--- config.mk ---
export PLATFORM = sky130hd
export DESIGN_NAME = sram_port_arbiter
export DESIGN_NICKNAME = d
export VERILOG_FILES = /design/src/rtl/sram_port_arbiter.sv
export SDC_FILE = /design/constraint.sdc
export NUM_CORES = 1
export LEC_CHECK = 0
export ABC_AREA = 1
export BUFFER_PORTS_ARGS = -buffer_cell sky130_fd_sc_hd__clkbuf_2
export CORE_MARGIN = 2
export CORE_UTILIZATION = 30
export DETAILED_ROUTE_END_ITERATION = 6
export PLACE_DENSITY = 0.68
export RECOVER_POWER = 25
export SYNTH_ARGS = -nofsm -noshare
export SYNTH_HDL_FRONTEND = slang
export SYNTH_SLANG_ARGS = --single-unit
--- constraint.sdc ---
create_clock -name clk -period 2.7 [get_ports clk]
set_input_delay 0.54 -clock clk [delete_from_list [all_inputs] [get_ports clk]]
set_output_delay 0.54 -clock clk [all_outputs]
set_load 0.01 [all_outputs]
--- src/rtl/sram_port_arbiter.sv ---
// sram_port_arbiter: boot/run-mode round-robin arbiter for the single-port SRAM with tagged read return.
// Optional `SRAM_ARB_IMEM_WP_EN write-protects ch1 (instruction port) in run mode and flags wp_err.
module sram_port_arbiter #(
  parameter int DATA_WIDTH = 32,
  parameter int ADDR_WIDTH = 20,
  parameter int NUM_CH     = 3,
  parameter int RD_LATENCY = 1
) (
  input  logic                         clk,
  input  logic                         rst_n,
  input  logic                         boot_mode,
  input  logic [NUM_CH-1:0]            ch_req,
  input  logic [NUM_CH-1:0]            ch_wr,
  input  logic [NUM_CH*ADDR_WIDTH-1:0] ch_addr,
  input  logic [NUM_CH*DATA_WIDTH-1:0] ch_wr_data,
  output logic [NUM_CH-1:0]            ch_gnt,
  output logic [NUM_CH-1:0]            ch_rd_valid,
  output logic [DATA_WIDTH-1:0]        ch_rd_data,
  output logic                         sram_mem_wr_en,
  output logic                         sram_mem_rd_en,
  output logic [ADDR_WIDTH-1:0]        sram_mem_addr,
  output logic [DATA_WIDTH-1:0]        sram_mem_wr_data,
  input  logic [DATA_WIDTH-1:0]        sram_mem_rd_data,
  output logic                         wp_err
);
  localparam int IW = $clog2(NUM_CH);
  typedef enum logic {RUN, DRAIN} state_t;
  state_t state;
  logic mode_q, grant_ok, found, g_any, g_wr, wp_block, pipe_empty;
  logic [IW-1:0] rr, gidx;
  logic [NUM_CH-1:0] iss_tag;
  logic [NUM_CH-1:0] tag_pipe [RD_LATENCY];
  logic [ADDR_WIDTH-1:0] g_addr;
  logic [DATA_WIDTH-1:0] g_data;
  always_comb begin
    int c;
    c = 0;
    grant_ok = rst_n && state == RUN && boot_mode == mode_q;
    ch_gnt = '0;
    found = 1'b0;
    if (grant_ok && mode_q) ch_gnt[0] = ch_req[0];
    else if (grant_ok)
      for (int k = 1; k < NUM_CH; k++) begin
        c = (int'(rr) + k > NUM_CH - 1) ? int'(rr) + k - (NUM_CH - 1) : int'(rr) + k;
        if (!found && ch_req[IW'(c)]) begin
          ch_gnt[IW'(c)] = 1'b1;
          found = 1'b1;
        end
      end
    g_any = |ch_gnt;
    gidx = '0;
    g_wr = 1'b0;
    g_addr = '0;
    g_data = '0;
    for (int i = 0; i < NUM_CH; i++)
      if (ch_gnt[i]) begin
        gidx = IW'(i);
        g_wr = ch_wr[i];
        g_addr = ch_addr[i*ADDR_WIDTH +: ADDR_WIDTH];
        g_data = ch_wr_data[i*DATA_WIDTH +: DATA_WIDTH];
      end
    pipe_empty = iss_tag == '0;
    for (int i = 0; i < RD_LATENCY; i++) pipe_empty = pipe_empty && tag_pipe[i] == '0;
  end
`ifdef SRAM_ARB_IMEM_WP_EN
  assign wp_block = !mode_q && ch_gnt[1] && ch_wr[1];
  always_ff @(posedge clk or negedge rst_n)
    if (!rst_n) wp_err <= 1'b0;
    else wp_err <= wp_err | wp_block;
`else
  assign wp_block = 1'b0;
  assign wp_err = 1'b0;
`endif
  always_ff @(posedge clk or negedge rst_n)
    if (!rst_n) begin
      state <= RUN;
      mode_q <= 1'b0;
      rr <= '0;
      sram_mem_wr_en <= 1'b0;
      sram_mem_rd_en <= 1'b0;
      sram_mem_addr <= '0;
      sram_mem_wr_data <= '0;
      iss_tag <= '0;
      for (int i = 0; i < RD_LATENCY; i++) tag_pipe[i] <= '0;
      ch_rd_valid <= '0;
      ch_rd_data <= '0;
    end else begin
      if (state == RUN && boot_mode != mode_q) state <= DRAIN;
      else if (state == DRAIN && pipe_empty) begin
        state <= RUN;
        mode_q <= boot_mode;
      end
      rr <= (g_any && !mode_q) ? gidx : rr;
      sram_mem_wr_en <= g_any && g_wr && !wp_block;
      sram_mem_rd_en <= g_any && !g_wr;
      sram_mem_addr <= g_any ? g_addr : sram_mem_addr;
      sram_mem_wr_data <= g_any ? g_data : sram_mem_wr_data;
      // tag follows the read through the SRAM latency so data returns to its issuer
      iss_tag <= (g_any && !g_wr) ? ch_gnt : '0;
      tag_pipe[0] <= iss_tag;
      for (int i = 1; i < RD_LATENCY; i++) tag_pipe[i] <= tag_pipe[i-1];
      ch_rd_valid <= tag_pipe[RD_LATENCY-1];
      ch_rd_data <= |tag_pipe[RD_LATENCY-1] ? sram_mem_rd_data : ch_rd_data;
    end
endmodule

# == Word-level counts from Yosys, hierarchy flattened ==
# Index checks and enable logic that the tools add are counted.
# word_totals
inputBits,197
elab_cells,83
register_bits,99
output_inout_bits,93
# classes
addsub,4
magnitude_cmp,6
reduce_logical,21
n_mux,36
bitwise,3
n_eq_ne,2
# ops
cell,n
$mux 32,3
$mux 20,3
$mux 3,6
$mux 1,16
$logic_and 1x1->1,12
$lt 2x4->1 const B,2
$mux 2,4
$gt 3x2->1 const B,2
$logic_not 3->1,2
$reduce_or 3->1,2
$bmux 1 s2,2
$demux 1 s2,2
$ge 2x1->1 const B,2
$sub 2x2->2 const B,2
$add 2x1->3 const B,1
$add 2x2->3 const B,1
$logic_not 1->1,3
$or 3x3->3,1
$not 1->1,2
$reduce_and 2->1,1
$reduce_bool 2->1,1
$eq 1x1->1,1
$ne 1x1->1,1

# == Longest topological paths before layout ==
# depth
word_depth,20
ltp_mapped,9

# == Least setup slack after synthesis ==
# OpenSTA, ideal clock, no wires.
# synth_path
path_type,input to output
start,input port ch_req[2]
end,output port ch_gnt[1]
n_path_buf,1
arrival_ps,1117
path_stages,4
t_required_ps,2160
path_slack_ps,1043
path_cell_list,o21ai_1 nand2_1 nor2_1 buf_2
# synth_via
elab_chain_len,11
word_cells_on_any_way,18
# synth_lines
item,line_no,rtl
"start, declared",12,"input logic [NUM_CH-1:0] ch_req,"
$bmux 1 s2,45,if (!found && ch_req[IW'(c)]) begin
$mux 1 (implied by the code) (2 in a row),45,
$mux 1,45,
$mux 1,42,else if (grant_ok)
$mux 1,41,if (grant_ok && mode_q) ch_gnt[0] = ch_req[0];
$logic_not 1->1,45,
$logic_and 1x1->1,45,
$mux 3 (*),45,
$mux 3 (*),42,
$mux 2 (*),41,
"end, declared",16,"output logic [NUM_CH-1:0] ch_gnt,"
# Mark *: on every way between the ends. The rest lies on a longest branch, timed or not. The select of a mux whose other input is x is not followed.

# == Final worst setup path ==
# layout_path
start,register state
end,output port ch_gnt[0]
# layout_via
elab_chain_len,5
word_cells_on_any_way,6
# layout_lines
item,line_no,rtl
"start, declared",28,state_t state;
"start signal, assigned",76,state <= RUN;
"start signal, assigned",88,if (state == RUN && boot_mode != mode_q) state <= DRAIN;
"start signal, assigned",90,state <= RUN;
$not 1->1 (*),38,grant_ok = rst_n && state == RUN && boot_mode == mode_q;
$logic_and 1x1->1 (*) (2 in a row),38,
$mux 3 / $logic_and 1x1->1 (equally long branches),"42, 41",
$mux 1 (*),41,
# Mark *: on every way between the ends. The rest lies on a longest branch, timed or not.

==> impl_summary.md <==
Clock tree
The clock slew at the register clock pins of the worst setup and hold paths is 0.06 ns. The later pin in the worst-skew pair is clocked with a latency of between 0.3 and 0.4 ns. The number of hold buffers added after cts is 0. The root cell of the clock tree is sky130_fd_sc_hd__clkbuf_16. The number of sinks driven by the clock tree is just under 100.

The buffer depth of the longest clock path is 2. The number of H-tree levels is 3. The number of buffers added by the clock tree synthesis step is 9. The CTS tree is yes. The buffers inserted during post-CTS setup optimization is 0. The number of instances resized during post-cts repair is 0.

Timing
For the pin with the worst max-slew slack, the measured transition is 0.961 ns. The smallest clock period supported by the final layout is computed as approximately 2.1 ns. The aggregate negative setup slack is 0 ns. Setup violations remaining at the end of the flow were counted as 0. The tightest slew margin relative to the limit is 0.358. Setup repair after global routing left no endpoint under its margin. The maximum frequency from static timing analysis is 474 MHz. The final-report max-slew violation count was 0. The number of hold-slack violations in the final timing report was 0.

The period utilization is 0.781. On the final layout, the worst clock skew is about 0.0045 ns.

Logic synthesis
Counting every instance in the synthesized netlist gives about 480. After synthesis the cells add up to between 0.004 and 0.005 mm2. Yosys mapped the design onto 21 distinct sky130hd cell types. Yosys printed 0 warnings. The post-synthesis sequential area ratio is 0.596.

Yosys attributes the largest share of cell area to sky130_fd_sc_hd__dfrtp_1 60%, sky130_fd_sc_hd__nand2_1 19%, sky130_fd_sc_hd__nand3_1 13%. The library cell occupying the most area in the post-synthesis netlist is sky130_fd_sc_hd__dfrtp_1. The portion of synthesized cell area occupied by the leading cell type is 0.596. The mean instance size in the synthesized netlist is ~8.7 um2.

Counting flops and latches in the post-synthesis netlist gives between 90 and 100.

GRT
In this run the most used layer during global routing was met2. For this run, global-route usage on met2 was measured as 0.259. The wire length of the first global-routing pass is ~18000 um. For this run the aggregate overflow at the end of global routing stands at 0. The number of global-route vias before repair is around 3.8k. In the global route stage, met3 resource usage came out at 0.0356.

For this run, global-route usage on met1 was measured as 0.187. The number of antenna violations at the first check in global routing is 1. The maximum number of pins on one net before global-route repair is 67. Across every metal layer, demand over resource in global routing totals 0.155.

Floorplanning
The floorplan has 43 rows. The die extent in x is around 120 um. For this configuration, the core starts out at a cell density of 0.303. The die outline area is between 0.01 and 0.015 mm2. The floorplan step defined a core boundary enclosing 0.0137 mm2.

The number of top-level design ports is 290. In this run the vertical extent of the chip is about 120 um.

Power
Of the total power, the share spent switching nets is 0.324. Across the VDD grid, the largest voltage drop is roughly 0.35 mV. Of the total power, registers draw 0.455. The share of total power dissipated in the clock network is 0.248. The internal power of the cells totals 0.00331 W.

The power density over the cells is about 860 mW/mm2. The net switching component of the power is around 0.0016 W. In this run the static leakage power is approximately 3.2 nW. The portion of total power attributed to combinational logic is 0.297.

Drt
The detailed router finished its first iteration with roughly 180 violations. The average wire length per cell after detail routing is ~13 um. The wire length after detailed routing is about 11000 um. After detailed routing, the number of remaining DRC violations is 0. The first TritonRoute pass finished after 5 iterations. Dividing the detail-routed via count by the number of cells gives 4.49. The routed via count is slightly below 4k. The count of nets left with antenna violations once routing finished came out at 0.

Worst setup path
The worst setup path is captured at an output port. For the worst setup path, the data arrival time is ~1.6 ns. Of all nets on the critical path, the largest fanout is 28. The type of origin of the critical path is a flip-flop. The worst setup path is of the reg2out kind. For the worst setup path, the data required time is 2.16 ns.

Cells and area
The combined flip-flop and latch cell area is approximately 0.0025 mm2. The multi-input combinational cell area is 0.00144 mm2. Summing all non-filler instances in the final layout gives an area of 0.00569 mm2.

In the final design database the tool counted ~900 nets. The fraction of layout instances using a drive strength above 1 is 0.368. The area growth from synthesis to final layout is 37.0%. Counting the fill cells in the layout gives approximately 1.4k.

Placed design
The total half-perimeter wirelength after legalization and detailed placement is roughly 8300 um. The total cell area at the placement stage is roughly 0.0054 mm2. The congestion estimate from routability-driven global placement came to around 0.73.

The total of buffers placed on input and output ports is 234.

Worst hold path
The worst min-delay path class is in2async.

Flow run
The count of max-cap constraint violations is 0.

Run status
The flow ran to the end, and the final reports show no timing, DRC or antenna violations.
-- per-stage QoR --
stage               utilization  instances  total power (W)  hold WS (ns)  setup slack [ns]
finish                    0.415        885          0.00490         0.294             0.590
global route              0.415        885          0.00526         0.346             0.458
detailed placement        0.396        871          0.00372         0.361             0.640
global placement          0.396        871          0.00370         0.361             0.655
CTS                       0.416        884          0.00497         0.244             0.559
floorplan                     -        478          0.00298         0.244              1.04
-- metal layers --
metal | share of wire | wire [um] | vias to the layer above
li1 | - | - | 1964
met2 | 0.47 | 5290 | 193
met5 | 0 | 0 | -
met3 | 0.085 | 969 | 25
met4 | 0.030 | 337 | 0
met1 | 0.42 | 4740 | 1792
-- critical path, cell delays in order (launching register included) --
cell	delay (ns)
sky130_fd_sc_hd__dfrtp_1	0.40
sky130_fd_sc_hd__inv_1	0.09
sky130_fd_sc_hd__nand3_1	0.11
sky130_fd_sc_hd__nor2_4	0.13
sky130_fd_sc_hd__buf_4	0.30
sky130_fd_sc_hd__clkbuf_2	0.19
-- power by group through the flow --
stage	Combinational, W	Clock [W]	Sequential [W]
floorplan	0.000536	0	0.00244
global placement	0.00146	0	0.00224
detailed placement	0.00149	0	0.00223
CTS	0.00148	0.00127	0.00223
global route	0.00163	0.00133	0.00229
finish	0.00145	0.00122	0.00223
-- state kept, by name (all words and copies together) (netlist names) --
register / flops
ch_rd_data: 32
ch_rd_valid: 3
iss_tag: 3
mode_q: 1
rr: 2
sram_mem_addr: 20
sram_mem_rd_en: 1
sram_mem_wr_data: 32
sram_mem_wr_en: 1
state: 1
tag_pipe: 3
-- final timing paths --
path,start,to,cells after the start,slack (ns)
worst min-delay path,rst_n,mode_q,2,0.29
worst min register to register,iss_tag[1],tag_pipe[1],0,0.38
max in group asynchronous,rst_n,sram_mem_wr_data[7],3,1.21
worst max register to register,mode_q,sram_mem_addr[14],5,1.03
min in group clk,iss_tag[1],tag_pipe[1],0,0.38
worst max-delay path,state,ch_gnt[0],5,0.59
-- synthesized netlist by cell type (all sizes together) --
master and number:
nand2 212, nand3 108, dfrtp 99, buf 23, inv 11, clkbuf 7, nor2 6, a21oi 2
nor3 2, o21ai 2, a21boi 1, conb 1, nand4 1, or2 1
-- cell usage in the layout, fill, tap and decap left out --
| cell type | count |
|---|---|
| sky130_fd_sc_hd__clkbuf_16 | 9 |
| sky130_fd_sc_hd__o21ai_1 | 1 |
| sky130_fd_sc_hd__nor3_1 | 2 |
| sky130_fd_sc_hd__nand2_1 | 212 |
| sky130_fd_sc_hd__inv_2 | 2 |
| sky130_fd_sc_hd__bufinv_16 | 1 |
| sky130_fd_sc_hd__diode_2 | 1 |
| sky130_fd_sc_hd__nor2_1 | 4 |
| sky130_fd_sc_hd__inv_1 | 9 |
| sky130_fd_sc_hd__a21boi_0 | 1 |
| sky130_fd_sc_hd__conb_1 | 3 |
| sky130_fd_sc_hd__clkbuf_2 | 232 |
| sky130_fd_sc_hd__clkbuf_1 | 3 |
| sky130_fd_sc_hd__dfrtp_1 | 99 |
| sky130_fd_sc_hd__o21ai_0 | 1 |
| sky130_fd_sc_hd__buf_4 | 9 |
| sky130_fd_sc_hd__nand3_1 | 107 |
| sky130_fd_sc_hd__clkinvlp_4 | 1 |
| sky130_fd_sc_hd__nand4_1 | 1 |
| sky130_fd_sc_hd__or2_2 | 1 |
| sky130_fd_sc_hd__nand3_2 | 1 |
| sky130_fd_sc_hd__a21oi_1 | 2 |
| sky130_fd_sc_hd__nor2_4 | 2 |
| sky130_fd_sc_hd__clkinv_2 | 1 |
-- area by class of cell --
type                    count  area share
well taps                 180      0.0396
multi-input cells         338       0.253
flip-flops and latches     99       0.435
repair buffers            243       0.217
clock inverters             3     0.00747
clock buffers              10      0.0402
inverters                  11     0.00725
diodes                      1    0.000439
-- logic make-up after synthesis --
logic type | after synthesis | share of synthesized area
AO/OA/AOI/OAI | 5 | 0.00662
buffers and inverters | 41 | 0.0614
other | 1 | 0.000902
flip-flops | 99 | 0.596
AND/OR/NAND/NOR | 330 | 0.335
Power figures use the tool's default switching activity.
